## config.mk

```make
export PLATFORM = sky130hd
export DESIGN_NAME = clk_gate_idle_ctrl_flat
export DESIGN_NICKNAME = d
export VERILOG_FILES = /design/src/rtl/clk_gate_idle_ctrl_pkg.sv /design/src/rtl/clk_gate_idle_ctrl_if.sv /design/src/rtl/clk_gate_idle_ctrl_sat_counter.sv /design/src/rtl/clk_gate_idle_ctrl.sv /design/src/flat_wrapper.sv
export SDC_FILE = /design/constraint.sdc
export NUM_CORES = 1
export LEC_CHECK = 0
export ABC_CLOCK_PERIOD_IN_PS = 3700
export BUFFER_PORTS_ARGS = -buffer_cell sky130_fd_sc_hd__buf_2
export CORE_MARGIN = 1.5
export CORE_UTILIZATION = 57
export DETAILED_ROUTE_END_ITERATION = 7
export GPL_TIMING_DRIVEN = 0
export PLACE_DENSITY = 0.9
export SYNTH_ARGS = -nofsm -noshare
export SYNTH_HDL_FRONTEND = slang
export SYNTH_SLANG_ARGS = --single-unit
export TNS_END_PERCENT = 1
```

## constraint.sdc

```tcl
create_clock -name clk -period 3.7 [get_ports clk]
set_input_delay 0.37 -clock clk [delete_from_list [all_inputs] [get_ports clk]]
set_output_delay 0.37 -clock clk [all_outputs]
set_load 0.01 [all_outputs]
```

## src/rtl/clk_gate_idle_ctrl_pkg.sv

```systemverilog
// Shared types for the idle-based clock gate controller.
package clk_gate_ctrl_pkg;

    typedef enum logic [1:0] {
        RUN   = 2'd0,
        IDLE  = 2'd1,
        GATED = 2'd2,
        WAKE  = 2'd3
    } cg_state_e;

    function automatic int max_int(input int a, input int b);
        return (a > b) ? a : b;
    endfunction

endpackage

```

## src/rtl/clk_gate_idle_ctrl_if.sv

```systemverilog
// Requester handshake and downstream busy flag for the clock gate controller.
interface clk_gate_idle_ctrl_if #(
    parameter int NUM_REQ = 4
);
    logic [NUM_REQ-1:0] req;
    logic [NUM_REQ-1:0] ack;
    logic               busy;

    modport master (output req, output busy, input ack);
    modport slave  (input req, input busy, output ack);
endinterface

```

## src/rtl/clk_gate_idle_ctrl_sat_counter.sv

```systemverilog
// Saturating event counter with synchronous clear that wins over increment.
module cg_sat_counter #(
    parameter int W = 16
) (
    input  logic         clk,
    input  logic         rst,
    input  logic         clr,
    input  logic         inc,
    output logic [W-1:0] cnt
);
    always_ff @(posedge clk or posedge rst) begin
        if (rst) begin
            cnt <= '0;
        end else if (clr) begin
            cnt <= '0;
        end else if (inc && !(&cnt)) begin
            cnt <= cnt + W'(1);
        end
    end
endmodule

```

## src/rtl/clk_gate_idle_ctrl.sv

```systemverilog
// Idle-window clock gate controller driving the en pin of an OR-type gate cell.
//   state | meaning
//   RUN   | clock running, requests acknowledged
//   IDLE  | counting down the idle window
//   GATED | gate_off high, clock held
//   WAKE  | clock restarted, waiting WAKE_CYC before acknowledging
module clk_gate_idle_ctrl
    import clk_gate_ctrl_pkg::*;
#(
    parameter int NUM_REQ  = 4,
    parameter int IDLE_W   = 8,
    parameter int WAKE_CYC = 2,
    parameter int CNT_W    = 16
) (
    input  logic                clk,
    input  logic                rst,
    clk_gate_idle_ctrl_if.slave bus,
    input  logic                force_on,
    input  logic [IDLE_W-1:0]   idle_thresh,
    input  logic                cnt_clr,
    output logic                gate_off,
    output logic [CNT_W-1:0]    gate_cnt,
    output logic [1:0]          state_o
);
    localparam int CW = max_int(IDLE_W, 4);
    localparam logic [CW-1:0] WAKE_LOAD = CW'(WAKE_CYC - 1);

    cg_state_e          state, state_nxt;
    logic [CW-1:0]      cnt, cnt_nxt;
    logic [NUM_REQ-1:0] ack_q;
    logic               wake_ev;
    logic               idle_ev;
    logic               gate_inc;

    assign wake_ev = (|bus.req) | force_on;
    assign idle_ev = !wake_ev && !bus.busy;

    always_ff @(posedge clk or posedge rst) begin
        if (rst) begin
            state <= RUN;
            cnt   <= '0;
        end else begin
            state <= state_nxt;
            cnt   <= cnt_nxt;
        end
    end

    always_comb begin
        state_nxt = state;
        cnt_nxt   = cnt;
        unique case (state)
            RUN: begin
                if (idle_ev) begin
                    state_nxt = IDLE;
                    cnt_nxt   = CW'(idle_thresh);
                end
            end
            IDLE: begin
                // a wake on the terminal-count cycle must win, so test it first
                if (wake_ev || bus.busy) begin
                    state_nxt = RUN;
                end else if (cnt == '0) begin
                    state_nxt = GATED;
                end else begin
                    cnt_nxt = cnt - CW'(1);
                end
            end
            GATED: begin
                if (wake_ev || bus.busy) begin
                    state_nxt = WAKE;
                    cnt_nxt   = WAKE_LOAD;
                end
            end
            WAKE: begin
                if (cnt == '0) begin
                    state_nxt = RUN;
                end else begin
                    cnt_nxt = cnt - CW'(1);
                end
            end
            default: state_nxt = RUN;
        endcase
    end

    // gate_off comes from a flop fed by next-state so the gate latch never sees a glitch
    always_ff @(posedge clk or posedge rst) begin
        if (rst) begin
            gate_off <= 1'b0;
        end else begin
            gate_off <= (state_nxt == GATED);
        end
    end

    always_ff @(posedge clk or posedge rst) begin
        if (rst) begin
            ack_q <= '0;
        end else begin
            ack_q <= (state == RUN) ? bus.req : '0;
        end
    end

    assign bus.ack  = ack_q;
    assign state_o  = state;
    assign gate_inc = (state == IDLE) && (state_nxt == GATED);

    cg_sat_counter #(
        .W(CNT_W)
    ) u_gate_cnt (
        .clk (clk),
        .rst (rst),
        .clr (cnt_clr),
        .inc (gate_inc),
        .cnt (gate_cnt)
    );
endmodule

```

## src/flat_wrapper.sv

```systemverilog
// flat-port wrapper written by rule: the top's interface ports become plain ports
module clk_gate_idle_ctrl_flat import clk_gate_ctrl_pkg::*;
#(
    parameter int NUM_REQ  = 4,
    parameter int IDLE_W   = 8,
    parameter int WAKE_CYC = 2,
    parameter int CNT_W    = 16
)
  (clk, rst, force_on, idle_thresh, cnt_clr, gate_off, gate_cnt, state_o, bus_req, bus_busy, bus_ack);
  clk_gate_idle_ctrl_if #(.NUM_REQ(NUM_REQ)) bus_i ();
  input  logic clk;
  input  logic rst;
  input  logic force_on;
  input  logic [IDLE_W-1:0] idle_thresh;
  input  logic cnt_clr;
  output logic gate_off;
  output logic [CNT_W-1:0] gate_cnt;
  output logic [1:0] state_o;
  input wire logic [$bits(bus_i.req)-1:0] bus_req;
  input wire logic [$bits(bus_i.busy)-1:0] bus_busy;
  output wire logic [$bits(bus_i.ack)-1:0] bus_ack;
  assign bus_i.req = bus_req;
  assign bus_i.busy = bus_busy;
  assign bus_ack = bus_i.ack;
  clk_gate_idle_ctrl #(.NUM_REQ(NUM_REQ), .IDLE_W(IDLE_W), .WAKE_CYC(WAKE_CYC), .CNT_W(CNT_W)) u_core (.clk(clk), .rst(rst), .bus(bus_i), .force_on(force_on), .idle_thresh(idle_thresh), .cnt_clr(cnt_clr), .gate_off(gate_off), .gate_cnt(gate_cnt), .state_o(state_o));
endmodule
```

== Word-level counts from Yosys, hierarchy flattened ==
Index checks and enable logic that the tools add are counted.
W data, S select, Z words.

* Add/subtract/negate cells: 2
* Equality and inequality tests: 7
* Mux-type cells: 14
* Bitwise operators: 1
* Reduce and logical (&&, ||, !) cells: 13

{| class="wikitable"
|+ Operators with widths
! cell !! count
|-
| $mux W16 || 2
|-
| $mux W8 || 4
|-
| $pmux W8 S4 || 1
|-
| $add A16 B1 Y16 const B || 1
|-
| $reduce_and A16 Y1 || 1
|-
| $mux W2 || 5
|-
| $logic_not A8 Y1 || 1
|-
| $pmux W2 S4 || 1
|-
| $sub A8 B1 Y8 const B || 1
|-
| $eq A2 B2 Y1 const B || 3
|-
| $mux W4 || 1
|-
| $ne A2 B1 Y1 const B || 2
|-
| $reduce_or A4 Y1 || 1
|-
| $logic_and A1 B1 Y1 || 3
|-
| $logic_not A1 Y1 || 3
|-
| $reduce_and A3 Y1 || 1
|-
| $eq A2 B1 Y1 const B || 1
|-
| $logic_not A2 Y1 || 1
|-
| $ne A2 B2 Y1 const B || 1
|-
| $reduce_bool A2 Y1 || 1
|-
| $logic_or A1 B1 Y1 || 1
|-
| $or A1 B1 Y1 || 1
|}

* Bits in registers: 31
* Input port bits: 17
* Word-level logic and storage cells: 42

== Longest topological paths before layout ==
Gate-level depths: netlist (run 1).

* Word-level depth: 11
* Depth in mapped cells: 8
* Gate-level depth less buffers: 7

== By module ==
Synthesis (run 1) repeated with hierarchy kept, for this count alone.

* Cell total of the unflattened synthesis: 198
* Area, all modules: 1,811.7 sq um

{| class="wikitable"
|+ Modules (own cells, without submodules)
! module !! times used !! cells each !! area an instance (sq um)
|-
| cg_sat_counter || 1 || 104 || 922.1
|-
| clk_gate_idle_ctrl || 1 || 94 || 889.6
|}

== Worst setup path before layout (run 1) ==
Ideal clock, no wire load.

* Path kind: register -> register
* Start: reg u_core.cnt[0]
* End: reg u_core.u_gate_cnt.cnt[11]
* Setup time: 0.077 ns
* Data arrival time: 1.840 ns
* Required time: 3.623 ns
* Setup slack: 1.782 ns
* Stages on the path, launching flop included: 9
* Buffers on the path: 1
* Period minus slack after synthesis: 1.918 ns
* Path through: dfrtp_1 inv_1 ha_1 nor4bb_1 nand4_1 or2_1 buf_6 or3_1 a21oi_1

* Word-level cells in the longest chain between the ends: 8
* Elaborated cells on any way between the ends: 9
* Those cells by class: 1 x eq/ne; 4 x mux; 4 x reduce/logical

{| class="wikitable"
|+ RTL lines
! what !! line !! source
|-
| start: declaration || clk_gate_idle_ctrl.sv:29 || <nowiki>logic [CW-1:0] cnt, cnt_nxt;</nowiki>
|-
| start signal: assignment || clk_gate_idle_ctrl.sv:44 || <nowiki>cnt <= cnt_nxt;</nowiki>
|-
| $logic_not A8 Y1 (*) || clk_gate_idle_ctrl.sv:62, clk_gate_idle_ctrl.sv:75 ||
|-
| $mux W2 || clk_gate_idle_ctrl.sv:62 || <nowiki>end else if (cnt == '0) begin</nowiki>
|-
| $mux W2 || clk_gate_idle_ctrl.sv:60 || <nowiki>if (wake_ev || bus.busy) begin</nowiki>
|-
| $pmux W2 S4 (*) || clk_gate_idle_ctrl.sv:51 || <nowiki>unique case (state)</nowiki>
|-
| $eq A2 B2 Y1 (*) || clk_gate_idle_ctrl.sv:104 || <nowiki>assign gate_inc = (state == IDLE) && (state_nxt == GATED);</nowiki>
|-
| $logic_and A1 B1 Y1 (*) || clk_gate_idle_ctrl.sv:104 ||
|-
| $logic_and A1 B1 Y1 (*) || clk_gate_idle_ctrl_sat_counter.sv:16 || <nowiki>end else if (inc && !(&cnt)) begin</nowiki>
|-
| $reduce_bool A2 Y1 (no source line) (*) || - ||
|-
| end signal: assignment || clk_gate_idle_ctrl_sat_counter.sv:17 || <nowiki>cnt <= cnt + W'(1);</nowiki>
|-
| end: declaration || clk_gate_idle_ctrl_sat_counter.sv:9 || <nowiki>output logic [W-1:0] cnt</nowiki>
|}

Mark *: on every way between the ends. The rest lies on a longest branch, timed or not.
A chain may end at the register's enable or synchronous reset.

== Worst setup path in the final report (run 1) ==
* Start: reg u_core.cnt[0]
* End: reg u_core.u_gate_cnt.cnt[7]

The elaborated chain is that of the path after synthesis.

==> summary.txt, run 1 <==
routed vias/inst: 5.83
top area cells in the synthesized netlist: dfrtp_1 (46%), nor2_1 (3.8%), o21ai_0 (3.6%)
Synth top cells by count: dfrtp_1 (31), nor2_1 (17), o21ai_0 (12)
antenna cells: 0
final core utilization: 0.708
setup tns final: 0 ns
gr usage total: 0.240
Cell Area, Synth: 1680 um2
EDFF count, synth: 0
final hold vios: 0
Final Slew Violations: 0
DR iter-0 viols: 44
initial antenna violation count: 0
slew of the pin with the lowest slew margin: 1.13 ns
fill cell total of the finished layout: 242
final net count: 246
Slew headroom: 0.248
layout cell share with drive strength beyond 1: 0.250
post-synthesis instance total: 181
Initial Utilization: 0.605
Static Leak: 0.885 nW
worst min-delay path category: input port to register
Die Area: 3290 um2
FMAX: 0.433 GHz
Unique masters post-synth: 44
wire per inst: 13.6 um
largest net degree at the start of global routing: 32
maxcap violations: 0
Max VDD drop: 0.523 mV
vias in the first global route: 1343
Hold-fix buffers, CTS: 0
#FFs+latches synth: 31
WP data required: 3.95 ns
input/output buffers: 39
clk_lat worst skew: 0.33 ns
first-pass GRT wire length: 6120 um
Worst Path Max Fanout: 10
CTS resizes: 0
DR vias: 1510
overall power: 0.000974 W
Setup-failing EPs final: 0
Setup crit start kind: register
Die Ht: 57.3 um
clock slew at reported path FFs: 0.10 ns
area grow syn2layout: 17.1%
Worst Skew: 0.00675 ns
crit share post-route: 0.624
arrival time at the worst endpoint: 2.56 ns
Post-DP HPWL: 2590 um
Synth Flop Type: dfrtp_1
Yosys top cell by area: dfrtp_1
CTS Buf Count: 5
RSZ-0062 raised after global routing: false
TritonCTS clock tree: built
postcts setup bufs: 0
most common cell in the synthesized netlist: dfrtp_1
final global-route overflow total: 0
chip width: 57.3 um
Post-Syn Nets: 200
global placement routability congestion: 0.898
final WL: 3530 um
Period minus WS final: 2.31 ns
htree depth: 2
critical path class: register to register
io pins: 40
drt pass-1 iters: 4
Yosys top cell area share: 0.461
remaining antenna violation count after routing: 0
asr flop ratio synth: 1.00
pwr/cell area: 495 nW/um2
clk buf depth: 2
status: complete, no violations
Setup crit end kind: register
Post-route DRC: 0
Syn Area/Cell: 9.29 um2
CORE AREA: 2780 um2
cell row count: 19
number of synthesis warnings: 0
Sink Count: 31
Seq/Total Area, Yosys: 0.461
root buffer cell: clkbuf_4
==> where the power goes <==
| group | internal [W] | total (W) | switching (W) |
|---|---|---|---|
| Combinational | 0.000129 | 0.000316 | 0.000187 |
| Sequential | 0.000403 | 0.000471 | 0.0000677 |
| Clock | 0.0000732 | 0.000188 | 0.000114 |
| Total | 0.000605 | 0.000974 | 0.000369 |
==> cells in the final DEF (no fill, tap or decap), types with 2 or more instances in the layout <==
master / instances
o31ai_1: 2
xnor2_1: 5
nor4_1: 3
or4_1: 3
a32oi_1: 2
buf_6: 2
ha_1: 2
nor3_1: 10
nand2_1: 8
clkbuf_4: 5
a21boi_0: 2
a21oi_1: 11
and2_1: 6
o21ai_0: 12
a31oi_1: 3
or3_1: 6
nand3b_1: 2
o21ai_1: 6
nand4_1: 6
nor2_1: 17
buf_2: 40
nand3_1: 9
inv_1: 10
clkbuf_1: 3
dfrtp_1: 31
==> layout make-up <==
cell class	instances	area, um2	area share
multi-input combinational	134	826	0.419
sequential	31	776	0.394
timing repair buffer	39	195	0.0991
buffer	6	42.5	0.0216
clock buffer	6	41.3	0.0210
tap	31	38.8	0.0197
inverter	10	37.5	0.0191
clock inverter	2	12.5	0.00635
==> cells by family (layout without fill, tap and decap cells) <==
family / count (synthesis) / after routing / synth area share
flops: 31 / 31 / 0.461
simple gates: 82 / 82 / 0.285
mux: 1 / 1 / 0.00595
compound gates: 43 / 43 / 0.154
buf+inv: 16 / 63 / 0.0476
fa+ha+maj: 2 / 2 / 0.0149
xor+xnor: 6 / 6 / 0.0312
==> stage by stage <==
| step | cell area [um2] | setup WS, ns | std cells | hold WS (ns) |
|---|---|---|---|---|
| 2_1_floorplan | 1680 | 1.78 | 181 | 0.433 |
| 3_3_place_gp | 1920 | 1.55 | 251 | 0.524 |
| 3_5_place_dp | 1920 | 1.45 | 251 | 0.533 |
| 4_1_cts | 1970 | 1.42 | 259 | 0.247 |
| 5_1_grt | 1970 | 1.23 | 259 | 0.248 |
| 6_report | 1970 | 1.39 | 259 | 0.258 |
==> final timing paths <==
check                              start                        end  slack (ns)  cells after the start
max                        u_core.cnt[0]   u_core.u_gate_cnt.cnt[7]        1.39                      8
min                              cnt_clr  u_core.u_gate_cnt.cnt[12]        0.26                      2
max reg2reg                u_core.cnt[0]   u_core.u_gate_cnt.cnt[7]        1.39                      8
min reg2reg                u_core.cnt[1]              u_core.cnt[1]        0.56                      2
max in group asynchronous            rst   u_core.u_gate_cnt.cnt[8]        2.71                      2
min in group asynchronous            rst  u_core.u_gate_cnt.cnt[12]        0.32                      2
==> flip-flops by register name, summed over array words and instances (netlist names) <==
| name | cells |
|---|---|
| u_core.cnt | 8 |
| u_core.gate_off | 1 |
| u_core.state_o | 2 |
| u_core.u_gate_cnt.cnt | 16 |
| u_core.bus.ack | 4 |
==> critical path, cell delays in order, from the launching register on <==
cell and delay (ns):
dfrtp_1 0.41, inv_1 0.09, ha_1 0.24, nor4bb_1 0.36, nand4_1 0.18, or2_1 0.31, buf_6 0.14, or3_1 0.34
a21oi_1 0.16
==> routing by layer <==
metal	vias to the layer above	wire, um	global-route usage
li1	754	-	-
met1	698	1650	0.348
met2	49	1580	0.335
met3	9	219	0.0658
met4	0	79	0.110
met5	-	0	0
Power figures use the tool's default switching activity.
==> run 2: changes to the inputs <==
--- a/config.mk
+++ b/config.mk
@@ -5,13 +5,13 @@
 export SDC_FILE = /design/constraint.sdc
 export NUM_CORES = 1
 export LEC_CHECK = 0
-export ABC_CLOCK_PERIOD_IN_PS = 3700
+export ABC_CLOCK_PERIOD_IN_PS = 2340
 export BUFFER_PORTS_ARGS = -buffer_cell sky130_fd_sc_hd__buf_2
 export CORE_MARGIN = 1.5
-export CORE_UTILIZATION = 57
+export CORE_UTILIZATION = 53
 export DETAILED_ROUTE_END_ITERATION = 7
 export GPL_TIMING_DRIVEN = 0
-export PLACE_DENSITY = 0.9
+export PLACE_DENSITY = 0.85
 export SYNTH_ARGS = -nofsm -noshare
 export SYNTH_HDL_FRONTEND = slang
 export SYNTH_SLANG_ARGS = --single-unit
==> constraint.sdc (replaced) <==
create_clock -name clk -period 2.34 [get_ports clk]
set_input_delay 0.234 -clock clk [delete_from_list [all_inputs] [get_ports clk]]
set_output_delay 0.234 -clock clk [all_outputs]
set_load 0.01 [all_outputs]
==> run 2 against run 1 <==
Effect of this change:
- via count is 4.4% higher
- core utilization decreased by 3.9 points
- count of clock-buffer cells in the layout stayed put
- non-clock buffer count unchanged
- register-to-register slack got worse by 1.2 ns
- setup slack got worse by 1.2 ns
- critical path type unchanged
- sequential cell count unchanged
==> summary.txt, run 2 (synthesis results as in run 1) <==
clock slew at reported path FFs: 0.11 ns
postcts setup bufs: 0
critical path class: register to register
maxcap violations: 0
final net count: 246
Post-route DRC: 0
Setup crit start kind: register
RSZ-0062 raised after global routing: false
Hold-fix buffers, CTS: 0
Initial Utilization: 0.555
Static Leak: 0.907 nW
Die Ht: 59.3 um
input/output buffers: 39
final hold vios: 0
fill cell total of the finished layout: 274
internal reg-to-reg setup slack: 0.19 ns
pwr/cell area: 829 nW/um2
final global-route overflow total: 0
final WL: 3880 um
WP data required: 2.61 ns
slew of the pin with the lowest slew margin: 1.13 ns
TritonCTS clock tree: built
setup tns final: 0 ns
Worst Skew: 0.00961 ns
hold slack: 0.126 ns
FF/Latch Area: 776 um2
drt pass-1 iters: 4
vias in the first global route: 1484
Slew headroom: 0.243
layout cell share with drive strength beyond 1: 0.259
Setup-failing EPs final: 0
cell row count: 20
worst min-delay path category: input port to register
crit share post-route: 0.917
clk_lat worst skew: 0.33 ns
max FFs per register: 16
antenna cells: 0
most frequent cells in the layout: buf_2 (39), dfrtp_1 (31), nor2_1 (17)
Final Slew Violations: 0
Setup crit end kind: register
initial antenna violation count: 0
arrival time at the worst endpoint: 2.41 ns
root buffer cell: clkbuf_4
chip width: 59.3 um
Post-DP HPWL: 2700 um
status: complete, no violations
CORE AREA: 3030 um2
FMAX: 0.466 GHz
Period minus WS final: 2.15 ns
Worst Path Max Fanout: 10
Max VDD drop: 0.692 mV
global placement routability congestion: 0.902
first-pass GRT wire length: 6690 um
Cell Count, Final, Fillers Out: 272
largest net degree at the start of global routing: 32
Die Area: 3520 um2
Largest Register: u_core.u_gate_cnt.cnt
gr usage total: 0.251
htree depth: 2
wire per inst: 14.3 um
Sink Count: 31
dpl cells: 264
DR vias: 1577
area grow syn2layout: 20.5%
multi-input logic area: 832 um2
CTS Buf Count: 5
io pins: 40
remaining antenna violation count after routing: 0
clk buf depth: 2
DR iter-0 viols: 71
commonest non-fill, non-tap cell in the layout: buf_2
routed vias/inst: 5.80
## run 2: worst paths after layout
| kind | from | endpoint | cells past startpoint |
|---|---|---|---|
| min in group asynchronous | rst | u_core.u_gate_cnt.cnt[7] | 2 |
| min reg2reg | u_core.cnt[1] | u_core.cnt[1] | 2 |
| max reg2reg | u_core.cnt[0] | u_core.u_gate_cnt.cnt[11] | 8 |
| min | bus_req[3] | u_core.bus.ack[3] | 2 |
| max | u_core.cnt[0] | u_core.u_gate_cnt.cnt[11] | 8 |
| max in group asynchronous | rst | u_core.u_gate_cnt.cnt[9] | 2 |
## run 2: layer usage
metal  global-route usage  share of wire
met4               0.0877          0.011
met2                0.377           0.46
met5                    0              0
met1                0.360           0.46
met3               0.0546          0.068
## run 2: repair_timing
action                                 in CTS  in global routing
setup endpoints to repair                   0                  5
gates resized for setup                     0                  3
endpoints found under the hold margin       0                  0
## run 2: area by class of cell
| type | count | area share |
|---|---|---|
| sequential | 31 | 0.383 |
| inverter | 10 | 0.0185 |
| clock buffer | 6 | 0.0253 |
| timing repair buffer | 39 | 0.0963 |
| clock inverter | 2 | 0.0173 |
| multi-input combinational | 134 | 0.410 |
| tap | 44 | 0.0272 |
| buffer | 6 | 0.0222 |
## run 2: worst max-delay path, cell delays in order (launching register included)
cell and delay (ns):
dfrtp_1 0.41, inv_1 0.09, ha_1 0.24, nor4bb_2 0.22, nand4_1 0.17, or2_1 0.32, buf_6 0.15, or3_1 0.35
a21oi_1 0.14
## run 2: where the power goes
| part | internal (W) | leakage, nW | switching, W |
|---|---|---|---|
| Sequential | 0.000637 | 0.413 | 0.000105 |
| Combinational | 0.000206 | 0.446 | 0.000290 |
| Clock | 0.000252 | 0.0482 | 0.000190 |
## run 2: per-stage QoR
stage / util / area, um2 / setup WS, ns / power (W)
after floorplan: - / 1680 / 0.422 / 0.00109
after global placement: 0.638 / 1930 / 0.213 / 0.00123
after detailed placement: 0.638 / 1930 / 0.204 / 0.00124
after CTS: 0.667 / 2020 / 0.183 / 0.00168
after global routing: 0.669 / 2030 / 0.00788 / 0.00180
final: 0.669 / 2030 / 0.193 / 0.00168
==> run 3: changes to the inputs <==
--- a/config.mk
+++ b/config.mk
@@ -8,10 +8,11 @@
 export ABC_CLOCK_PERIOD_IN_PS = 2340
 export BUFFER_PORTS_ARGS = -buffer_cell sky130_fd_sc_hd__buf_2
 export CORE_MARGIN = 1.5
-export CORE_UTILIZATION = 53
+export CORE_UTILIZATION = 43
 export DETAILED_ROUTE_END_ITERATION = 7
 export GPL_TIMING_DRIVEN = 0
-export PLACE_DENSITY = 0.85
+export MAX_ROUTING_LAYER = met4
+export PLACE_DENSITY = 0.72
 export SYNTH_ARGS = -nofsm -noshare
 export SYNTH_HDL_FRONTEND = slang
 export SYNTH_SLANG_ARGS = --single-unit
==> run 3 against run 2 <==
Effect of this change:
- setup slack got worse by 0.0071 ns
- first-iteration DRC count rose by 32%
- core utilization fell by 13 points
- hold slack improved by 0.054 ns
- clock power fell by 13%
- total power fell by 3.2%
- critical path depth did not move
- register-to-register slack barely moved
- sequential share of layout area rose by 0.29 points
- wire length fell by 4.1%
- sequential power barely moved
- fmax fell by 0.33%
==> summary.txt, run 3 (synthesis results as in run 1) <==
status: complete, no violations
RSZ-0062 raised after global routing: false
FMAX: 0.464 GHz
Place WS: 0.183 ns
remaining antenna violation count after routing: 0
first-pass GRT wire length: 6530 um
internal reg-to-reg setup slack: 0.19 ns
Max VDD drop: 0.393 mV
chip width: 65.5 um
finished layout cell area: 2010 um2
Worst Path Max Fanout: 10
Setup crit end kind: register
root buffer cell: clkbuf_8
pwr/cell area: 809 nW/um2
DR iter-0 viols: 94
cell row count: 22
Hold-fix buffers, CTS: 0
multi-input logic area: 828 um2
final net count: 246
worst min-delay path category: input port to register
crit share post-route: 0.920
placed inst area: 1940 um2
maxcap violations: 0
commonest non-fill, non-tap cell in the layout: buf_2
Final Slew Violations: 0
Die Ht: 65.5 um
Static Leak: 0.892 nW
Post-route DRC: 0
Worst Skew: 0.00884 ns
Slew headroom: 0.212
htree depth: 2
fill cell total of the finished layout: 353
Largest Register: u_core.u_gate_cnt.cnt
clock slew at reported path FFs: 0.06 ns
hold slack: 0.181 ns
routed vias/inst: 5.59
final hold vios: 0
setup tns final: 0 ns
vias in the first global route: 1396
io pins: 40
final core utilization: 0.541
largest net degree at the start of global routing: 32
global placement routability congestion: 0.885
final global-route overflow total: 0
max FFs per register: 16
Initial Utilization: 0.453
FF/Latch Area: 776 um2
layout cell share with drive strength beyond 1: 0.248
TritonCTS clock tree: built
Die Area: 4290 um2
wire per inst: 13.6 um
Post-DP HPWL: 2670 um
input/output buffers: 39
gr usage total: 0.208
critical path class: register to register
Setup crit start kind: register
arrival time at the worst endpoint: 2.36 ns
Sink Count: 31
most frequent cells in the layout: buf_2 (40), dfrtp_1 (31), nor2_1 (17)
clk_lat worst skew: 0.28 ns
final WL: 3730 um
antenna cells: 0
clk buf depth: 2
DR vias: 1532
drt pass-1 iters: 4
WP data required: 2.55 ns
initial antenna violation count: 0
slew of the pin with the lowest slew margin: 1.18 ns
CORE AREA: 3720 um2
fin worst setup slack: 0.186 ns
Setup-failing EPs final: 0
area grow syn2layout: 19.6%
CTS Buf Count: 5
Period minus WS final: 2.15 ns
## run 3: worst max-delay path, cell delays in order, from the launching register on
cell and delay, ns:
dfrtp_1 0.39, inv_1 0.09, ha_2 0.22, nor4bb_1 0.23, nand4_1 0.19, or2_1 0.32
buf_6 0.15, or3_1 0.34, a21oi_1 0.14
## run 3: layout make-up
| class | count | share of cell area |
|---|---|---|
| plain buffers | 6 | 0.0211 |
| flip-flops and latches | 31 | 0.386 |
| multi-input cells | 134 | 0.412 |
| well taps | 48 | 0.0299 |
| clock buffers | 6 | 0.0361 |
| repair buffers | 39 | 0.0970 |
| inverters | 10 | 0.0187 |
## run 3: what timing repair did
item | CTS | global route
buffers inserted | 0 | 0
setup endpoints to repair | 0 | 1
resized for setup | 0 | 1
## run 3: power breakdown
| part | switching (W) | internal [W] | total [W] |
|---|---|---|---|
| Clock | 0.000185 | 0.000198 | 0.000383 |
| Combinational | 0.000293 | 0.000206 | 0.000499 |
| Sequential | 0.000107 | 0.000639 | 0.000745 |
| Total | 0.000584 | 0.00104 | 0.00163 |
## run 3: worst paths after layout
kind / from / depth (start not counted) / end
hold reg to reg: u_core.cnt[1] / 2 / u_core.cnt[1]
setup / recovery: u_core.cnt[0] / 8 / u_core.u_gate_cnt.cnt[11]
max in group asynchronous: rst / 2 / u_core.cnt[7]
setup reg to reg: u_core.cnt[0] / 8 / u_core.u_gate_cnt.cnt[11]
hold / removal: bus_req[0] / 2 / u_core.bus.ack[0]
min in group asynchronous: rst / 2 / u_core.u_gate_cnt.cnt[7]
## run 3: metal layers
layer  wire length, um  vias up  global-route usage
met3               203        6              0.0565
met2              1670       42               0.295
met5                 0        -                   -
met1              1800      729               0.287
li1                  -      755                   -
met4                55        0              0.0703
## run 3: through the flow
stage	power [W]	std cells
5_1_grt	0.00175	274
2_1_floorplan	0.00109	181
6_report	0.00163	274
4_1_cts	0.00163	274
3_5_place_dp	0.00124	268
3_3_place_gp	0.00123	268
